[src/rtl/data_ram_arbiter_if.sv]
// Signal bundle between the data RAM arbiter, its requesters and the RAM port.
// slave is the arbiter's view; master is the requester/RAM side.
interface data_ram_arbiter_if #(
    parameter int unsigned AW   = 16,
    parameter int unsigned DW   = 8,
    parameter int unsigned NREQ = 3
);
    logic [NREQ-1:0]    req;
    logic [NREQ-1:0]    we;
    logic [NREQ*AW-1:0] addr;
    logic [NREQ*DW-1:0] wdata;
    logic [NREQ-1:0]    lock;
    logic [NREQ-1:0]    gnt;
    logic [NREQ-1:0]    rvalid;
    logic [DW-1:0]      rdata;
    logic               ram_we;
    logic [AW-1:0]      ram_addr;
    logic [DW-1:0]      ram_din;
    logic [DW-1:0]      ram_dout;
    logic               lock_timeout;

    modport slave (
        input  req, we, addr, wdata, lock, ram_dout,
        output gnt, rvalid, rdata, ram_we, ram_addr, ram_din, lock_timeout
    );

    modport master (
        output req, we, addr, wdata, lock, ram_dout,
        input  gnt, rvalid, rdata, ram_we, ram_addr, ram_din, lock_timeout
    );
endinterface

[src/rtl/data_ram_arbiter.sv]
// Round-robin arbiter sharing the single-port data RAM between CPU, UART loader
// and UART dumper, with optional bus lock and tagged read-data return.
module data_ram_arbiter #(
    parameter int unsigned AW       = 16,
    parameter int unsigned DW       = 8,
    parameter int unsigned NREQ     = 3,
    parameter int unsigned RD_LAT   = 1,
    parameter int unsigned LOCK_MAX = 256
) (
    input  logic              clk,
    input  logic              reset,
    data_ram_arbiter_if.slave bus
);
    localparam int unsigned PW = (NREQ > 1) ? $clog2(NREQ) : 1;
    localparam int unsigned CW = $clog2(LOCK_MAX + 1);

    typedef enum logic {
        ST_ARB,
        ST_LOCKED
    } state_t;

    state_t                         state_q, state_d;
    logic [PW-1:0]                  ptr_q, ptr_d;
    logic [PW-1:0]                  owner_q, owner_d;
    logic [CW-1:0]                  cnt_q, cnt_d;
    logic [AW-1:0]                  addr_q, addr_d;
    logic [DW-1:0]                  din_q, din_d;
    logic [RD_LAT-1:0][NREQ-1:0]    tag_q, tag_d;

    logic                           found;
    logic [PW-1:0]                  winner;
    logic [PW-1:0]                  sel;
    logic                           grant;
    logic                           timeout;
    logic                           we_out;
    logic [NREQ-1:0]                gnt;
    logic [NREQ-1:0]                owner_mask;

    function automatic logic [PW-1:0] next_idx(input logic [PW-1:0] i);
        return (32'(i) == NREQ - 1) ? '0 : i + 1'b1;
    endfunction

    // First requester at or above the pointer; otherwise the first one below it.
    always_comb begin
        found  = 1'b0;
        winner = ptr_q;
        for (int unsigned i = 0; i < NREQ; i++) begin
            if (!found && bus.req[i] && (i >= 32'(ptr_q))) begin
                found  = 1'b1;
                winner = PW'(i);
            end
        end
        for (int unsigned i = 0; i < NREQ; i++) begin
            if (!found && bus.req[i]) begin
                found  = 1'b1;
                winner = PW'(i);
            end
        end
    end

    always_comb begin
        state_d = state_q;
        ptr_d   = ptr_q;
        owner_d = owner_q;
        cnt_d   = cnt_q;
        addr_d  = addr_q;
        din_d   = din_q;
        sel     = winner;
        grant   = 1'b0;
        timeout = 1'b0;
        gnt     = '0;
        we_out  = 1'b0;

        case (state_q)
            ST_ARB: begin
                sel   = winner;
                grant = found;
                if (found && bus.lock[winner]) begin
                    owner_d = winner;
                    cnt_d   = CW'(1);
                    state_d = ST_LOCKED;
                end
            end
            ST_LOCKED: begin
                sel = owner_q;
                // The expiry cycle grants nobody, so a lock spans at most LOCK_MAX grant cycles.
                if (cnt_q == CW'(LOCK_MAX)) begin
                    timeout = 1'b1;
                    ptr_d   = next_idx(owner_q);
                    state_d = ST_ARB;
                end else begin
                    grant = bus.req[owner_q];
                    cnt_d = cnt_q + 1'b1;
                    if (!bus.lock[owner_q]) begin
                        state_d = ST_ARB;
                    end
                end
            end
            default: begin
                state_d = ST_ARB;
            end
        endcase

        if (!reset) begin
            grant = 1'b0;
        end

        if (grant) begin
            gnt[sel] = 1'b1;
            we_out   = bus.we[sel];
            ptr_d    = next_idx(sel);
            for (int unsigned i = 0; i < NREQ; i++) begin
                if (sel == PW'(i)) begin
                    addr_d = bus.addr[i*AW +: AW];
                    din_d  = bus.wdata[i*DW +: DW];
                end
            end
        end
    end

    // Writes enter a zero tag so the pipe stays aligned with the RAM latency.
    always_comb begin
        tag_d    = tag_q;
        tag_d[0] = gnt & ~bus.we;
        for (int unsigned i = 1; i < RD_LAT; i++) begin
            tag_d[i] = tag_q[i-1];
        end
    end

    always_ff @(posedge clk or negedge reset) begin
        if (!reset) begin
            state_q <= ST_ARB;
            ptr_q   <= '0;
            owner_q <= '0;
            cnt_q   <= '0;
            addr_q  <= '0;
            din_q   <= '0;
            tag_q   <= '0;
        end else begin
            state_q <= state_d;
            ptr_q   <= ptr_d;
            owner_q <= owner_d;
            cnt_q   <= cnt_d;
            addr_q  <= addr_d;
            din_q   <= din_d;
            tag_q   <= tag_d;
        end
    end

    assign bus.gnt          = gnt;
    assign bus.ram_we       = we_out;
    assign bus.ram_addr     = addr_d;
    assign bus.ram_din      = din_d;
    assign bus.rvalid       = tag_q[RD_LAT-1];
    assign bus.rdata        = bus.ram_dout;
    assign bus.lock_timeout = timeout;

    always_comb begin
        owner_mask          = '0;
        owner_mask[owner_q] = 1'b1;
    end

    a_gnt_onehot: assert property (@(posedge clk) disable iff (!reset) $onehot0(bus.gnt));
    a_rvalid_onehot: assert property (@(posedge clk) disable iff (!reset) $onehot0(bus.rvalid));
    a_locked_owner_only: assert property (@(posedge clk) disable iff (!reset)
        (state_q == ST_LOCKED) |-> ((bus.gnt & ~owner_mask) == '0));
endmodule

[src/flat_wrapper.sv]
// flat-port wrapper written by rule: the top's interface ports become plain ports
module data_ram_arbiter_flat 
#(
    parameter int unsigned AW       = 16,
    parameter int unsigned DW       = 8,
    parameter int unsigned NREQ     = 3,
    parameter int unsigned RD_LAT   = 1,
    parameter int unsigned LOCK_MAX = 256
)
  (clk, reset, bus_req, bus_we, bus_addr, bus_wdata, bus_lock, bus_ram_dout, bus_gnt, bus_rvalid, bus_rdata, bus_ram_we, bus_ram_addr, bus_ram_din, bus_lock_timeout);
  data_ram_arbiter_if #(.AW(AW), .DW(DW), .NREQ(NREQ)) bus_i ();
  input  logic clk;
  input  logic reset;
  input wire logic [$bits(bus_i.req)-1:0] bus_req;
  input wire logic [$bits(bus_i.we)-1:0] bus_we;
  input wire logic [$bits(bus_i.addr)-1:0] bus_addr;
  input wire logic [$bits(bus_i.wdata)-1:0] bus_wdata;
  input wire logic [$bits(bus_i.lock)-1:0] bus_lock;
  input wire logic [$bits(bus_i.ram_dout)-1:0] bus_ram_dout;
  output wire logic [$bits(bus_i.gnt)-1:0] bus_gnt;
  output wire logic [$bits(bus_i.rvalid)-1:0] bus_rvalid;
  output wire logic [$bits(bus_i.rdata)-1:0] bus_rdata;
  output wire logic [$bits(bus_i.ram_we)-1:0] bus_ram_we;
  output wire logic [$bits(bus_i.ram_addr)-1:0] bus_ram_addr;
  output wire logic [$bits(bus_i.ram_din)-1:0] bus_ram_din;
  output wire logic [$bits(bus_i.lock_timeout)-1:0] bus_lock_timeout;
  assign bus_i.req = bus_req;
  assign bus_i.we = bus_we;
  assign bus_i.addr = bus_addr;
  assign bus_i.wdata = bus_wdata;
  assign bus_i.lock = bus_lock;
  assign bus_i.ram_dout = bus_ram_dout;
  assign bus_gnt = bus_i.gnt;
  assign bus_rvalid = bus_i.rvalid;
  assign bus_rdata = bus_i.rdata;
  assign bus_ram_we = bus_i.ram_we;
  assign bus_ram_addr = bus_i.ram_addr;
  assign bus_ram_din = bus_i.ram_din;
  assign bus_lock_timeout = bus_i.lock_timeout;
  data_ram_arbiter #(.AW(AW), .DW(DW), .NREQ(NREQ), .RD_LAT(RD_LAT), .LOCK_MAX(LOCK_MAX)) u_core (.clk(clk), .reset(reset), .bus(bus_i));
endmodule
[config.mk]
export PLATFORM = sky130hd
export DESIGN_NAME = data_ram_arbiter_flat
export DESIGN_NICKNAME = d
export VERILOG_FILES = /design/src/rtl/data_ram_arbiter_if.sv /design/src/rtl/data_ram_arbiter.sv /design/src/flat_wrapper.sv
export SDC_FILE = /design/constraint.sdc
export NUM_CORES = 1
export LEC_CHECK = 0
export BUFFER_PORTS_ARGS = -buffer_cell sky130_fd_sc_hd__buf_2
export CAP_MARGIN = 10
export CORE_UTILIZATION = 50
export CTS_BUF_LIST = sky130_fd_sc_hd__clkbuf_4 sky130_fd_sc_hd__clkbuf_8
export CTS_CLUSTER_DIAMETER = 80
export DETAILED_ROUTE_END_ITERATION = 6
export PLACE_DENSITY = 0.81
export SKIP_CTS_REPAIR_TIMING = 1
export SYNTH_ARGS = -nofsm -noshare
export SYNTH_HDL_FRONTEND = slang
export SYNTH_SLANG_ARGS = --single-unit
[constraint.sdc]
create_clock -name clk -period 3.07 [get_ports clk]
set_clock_uncertainty 0.15 [all_clocks]
set_input_delay 0.4605 -clock clk [delete_from_list [all_inputs] [get_ports clk]]
set_output_delay 0.4605 -clock clk [all_outputs]
set_load 0.005 [all_outputs]
==> impl_metrics.ini <==
[synthesis]
synth_edf_count = 0
yosysWarnings = 0
syn-num-nets = 470
synth_cell_types = 57
ys_seq_area_share_pct = 33.2
async_flop_share_pct = 100
ys_ff_latch = 41
synth_flop_cell = dfrtp_1
synth_area_um2 = 3090
synth_cells = 377
avgSynthCellArea_um2 = 8.20

[grt]
overflow = 0
grt_pass1_vias = 3149
grt_max_degree = 43
antenna_found_initial = 0
grt_first_pass_wirelength_um = 13900
grt_usage_pct = 27.6

[sta]
max-slew-margin-rel_pct = 64.3
hold_viol_final = 0
slew_viol_final = 0
finalSetupViolations = 0
fmax_mhz = 335
fin_crit_ns = 2.99
post-route-period-util_pct = 97.3
worst_pin_slew_ns = 0.535

[route]
ant_nets = 0
avgRoutedWirePerCell_um = 15.4
vias = 3326
drt-pass1-iter-count = 5
drc_errors = 0
wl_um = 8750
avgViaCountPerCell = 5.86
drt_iter0_markers = 217

[critical_path]
crit_chain = inv_2, ha_1, nor4b_2, a21boi_2, a21o_1, nand2_4, buf_12, o41ai_2, buf_2
r2r-start = u_core.ptr_q[0]
cp_top_family = compound AO/OA/AOI/OAI gates
crit_required_ns = 2.46
reg2reg_depth = 7
rrSetupSlack_ns = 0.68
worst-path-stages = 9
end_kind = primary output
max_stage_delay_ns = 0.43
cp.arrival_ns = 2.38
worstPathMaxFanout = 24
crit_type = reg2out
slowest_stage = dfrtp_1
crit_buf_inv = 3
r2r_end = u_core.owner_q[0]
critPathLaunchType = flop

[layout]
post-route-util_pct = 67.6
fill_cells = 486
drive_gt1_share_pct = 39.1
fin_nets = 585
layout_common_cells = buf_2, o21ai_0, nand2_1, dfrtp_1, nor2_1
syn_to_final_growth_pct = 30.2
regArea_um2 = 1030
antenna_cells = 0
multiInputGateArea_um2 = 1870
final_common_cell = buf_2

[floorplanning]
die_w_um = 80.6
initial_utilization_pct = 51.9
pin_count = 131
die-area_um2 = 6500
design.core.area_um2 = 5960
rows = 28
die_h_um = 80.6

[outcome]
status = finished, final reports clean

[clock_tree]
cts_sinks = 41
cts-htree-levels = 2
cts_tree = yes
insertion_delay_ns = 0.29
path_clk_slew_ns = 0.08
cts_buffer_depth = 2
numCtsBuffers = 5
root_buffer = clkbuf_8

[placement]
gp_congestion = 0.859
portBuffers = 114
post-dp-hpwl_um = 6110

[pwr]
irDropWorstVdd_mv = 0.534
total_power_mw = 3.62
leakage_nw = 2.02
powerDensity_nw_per_um2 = 899

[flow_run]
cap_violations = 0

[min_path]
min_path_type = in2async
[per-stage QoR]
stage / std cells / hold slack, ns / worst slack [ns] / instance area [um^2] / setup TNS (ns)
finish: 568 / 0.129 / 0.0822 / 4030 / 0
global route: 568 / 0.183 / -0.00162 / 4030 / -0.00162
global placement: 549 / 0.289 / 0.286 / 3680 / 0
floorplan: 377 / 0.0149 / 0.539 / 3090 / 0
CTS: 557 / 0.123 / -0.203 / 3800 / -2.58
detailed placement: 549 / 0.296 / 0.176 / 3680 / 0
[how the worst max path moves through the flow]
stage | from | endpoint
final | u_core.cnt_q[1] | bus_ram_din[4]
after global routing | u_core.cnt_q[1] | bus_ram_din[4]
after detailed placement | u_core.cnt_q[0] | bus_ram_din[1]
after CTS | u_core.cnt_q[0] | bus_ram_addr[8]
after global placement | bus_req[1] | bus_ram_din[4]
after floorplan | u_core.cnt_q[0] | bus_ram_addr[11]
[area by class of cell]
| cell class | count | share of cell area [%] |
|---|---|---|
| clock inverter | 1 | 0.746 |
| sequential | 41 | 25.6 |
| inverter | 23 | 2.14 |
| clock buffer | 7 | 2.24 |
| multi-input combinational | 279 | 46.5 |
| tap | 75 | 2.33 |
| timing repair buffer | 142 | 20.4 |
[worst register-to-register path: stages (launching register included)]
cell and delay (ns):
dfrtp_2 0.48, nor2b_4 0.18, o21ai_4 0.20, and2_1 0.25, buf_4 0.24, o21ai_2 0.10
a21boi_4 0.32, mux2_1 0.35
[where the power goes]
part	internal (mW)	switching, mW	total, mW	leakage, nW
registers	0.752	0.140	0.892	0.516
clock network	0.274	0.193	0.467	0.0619
logic	0.999	1.26	2.26	1.45
[registers in the layout, indices dropped and copies added (netlist names)]
name	flops
u_core.cnt_q	9
u_core.ptr_q	2
u_core.owner_q	2
u_core.bus.rvalid	3
u_core.din_q	8
u_core.addr_q	16
u_core.state_q	1
[logic make-up (layout without fill, tap and decap cells)]
| group | Yosys count | after routing | share of synthesized area, % |
|---|---|---|---|
| flip-flops | 41 | 41 | 33.2 |
| buffers and inverters | 57 | 173 | 9.80 |
| multiplexers | 7 | 7 | 2.35 |
| adder cells (fa/ha/maj) | 2 | 2 | 0.810 |
| AO/OA/AOI/OAI | 148 | 148 | 34.5 |
| AND/OR/NAND/NOR | 119 | 119 | 18.5 |
| XOR/XNOR | 3 | 3 | 0.850 |
[Yosys cell counts, types with 4 or more instances]
library cell	number	area, um^2
o41ai_2	10	163
nor3_1	5	25.0
o31ai_1	9	67.6
inv_1	23	86.3
nand3_1	6	30.0
a21oi_1	23	115
mux2i_1	5	50.1
o22ai_1	8	50.1
o2111ai_1	4	35.0
buf_2	5	25.0
clkbuf_1	9	33.8
nor2b_1	5	31.3
o21ai_0	54	270
nand2_1	47	176
dfrtp_1	41	1030
o21bai_1	5	37.5
nor2_1	32	120
buf_4	16	120
o41ai_1	7	61.3
a21o_1	7	52.6
[layer usage]
layer | global-route usage (%) | up-vias | routed length, um
li1 | - | 1571 | -
met1 | 33.6 | 1588 | 3710
met2 | 48.5 | 143 | 4350
met3 | 3.64 | 24 | 499
met4 | 11.8 | 0 | 188
met5 | 0 | - | 0
(Power assumes the default switching activity.)
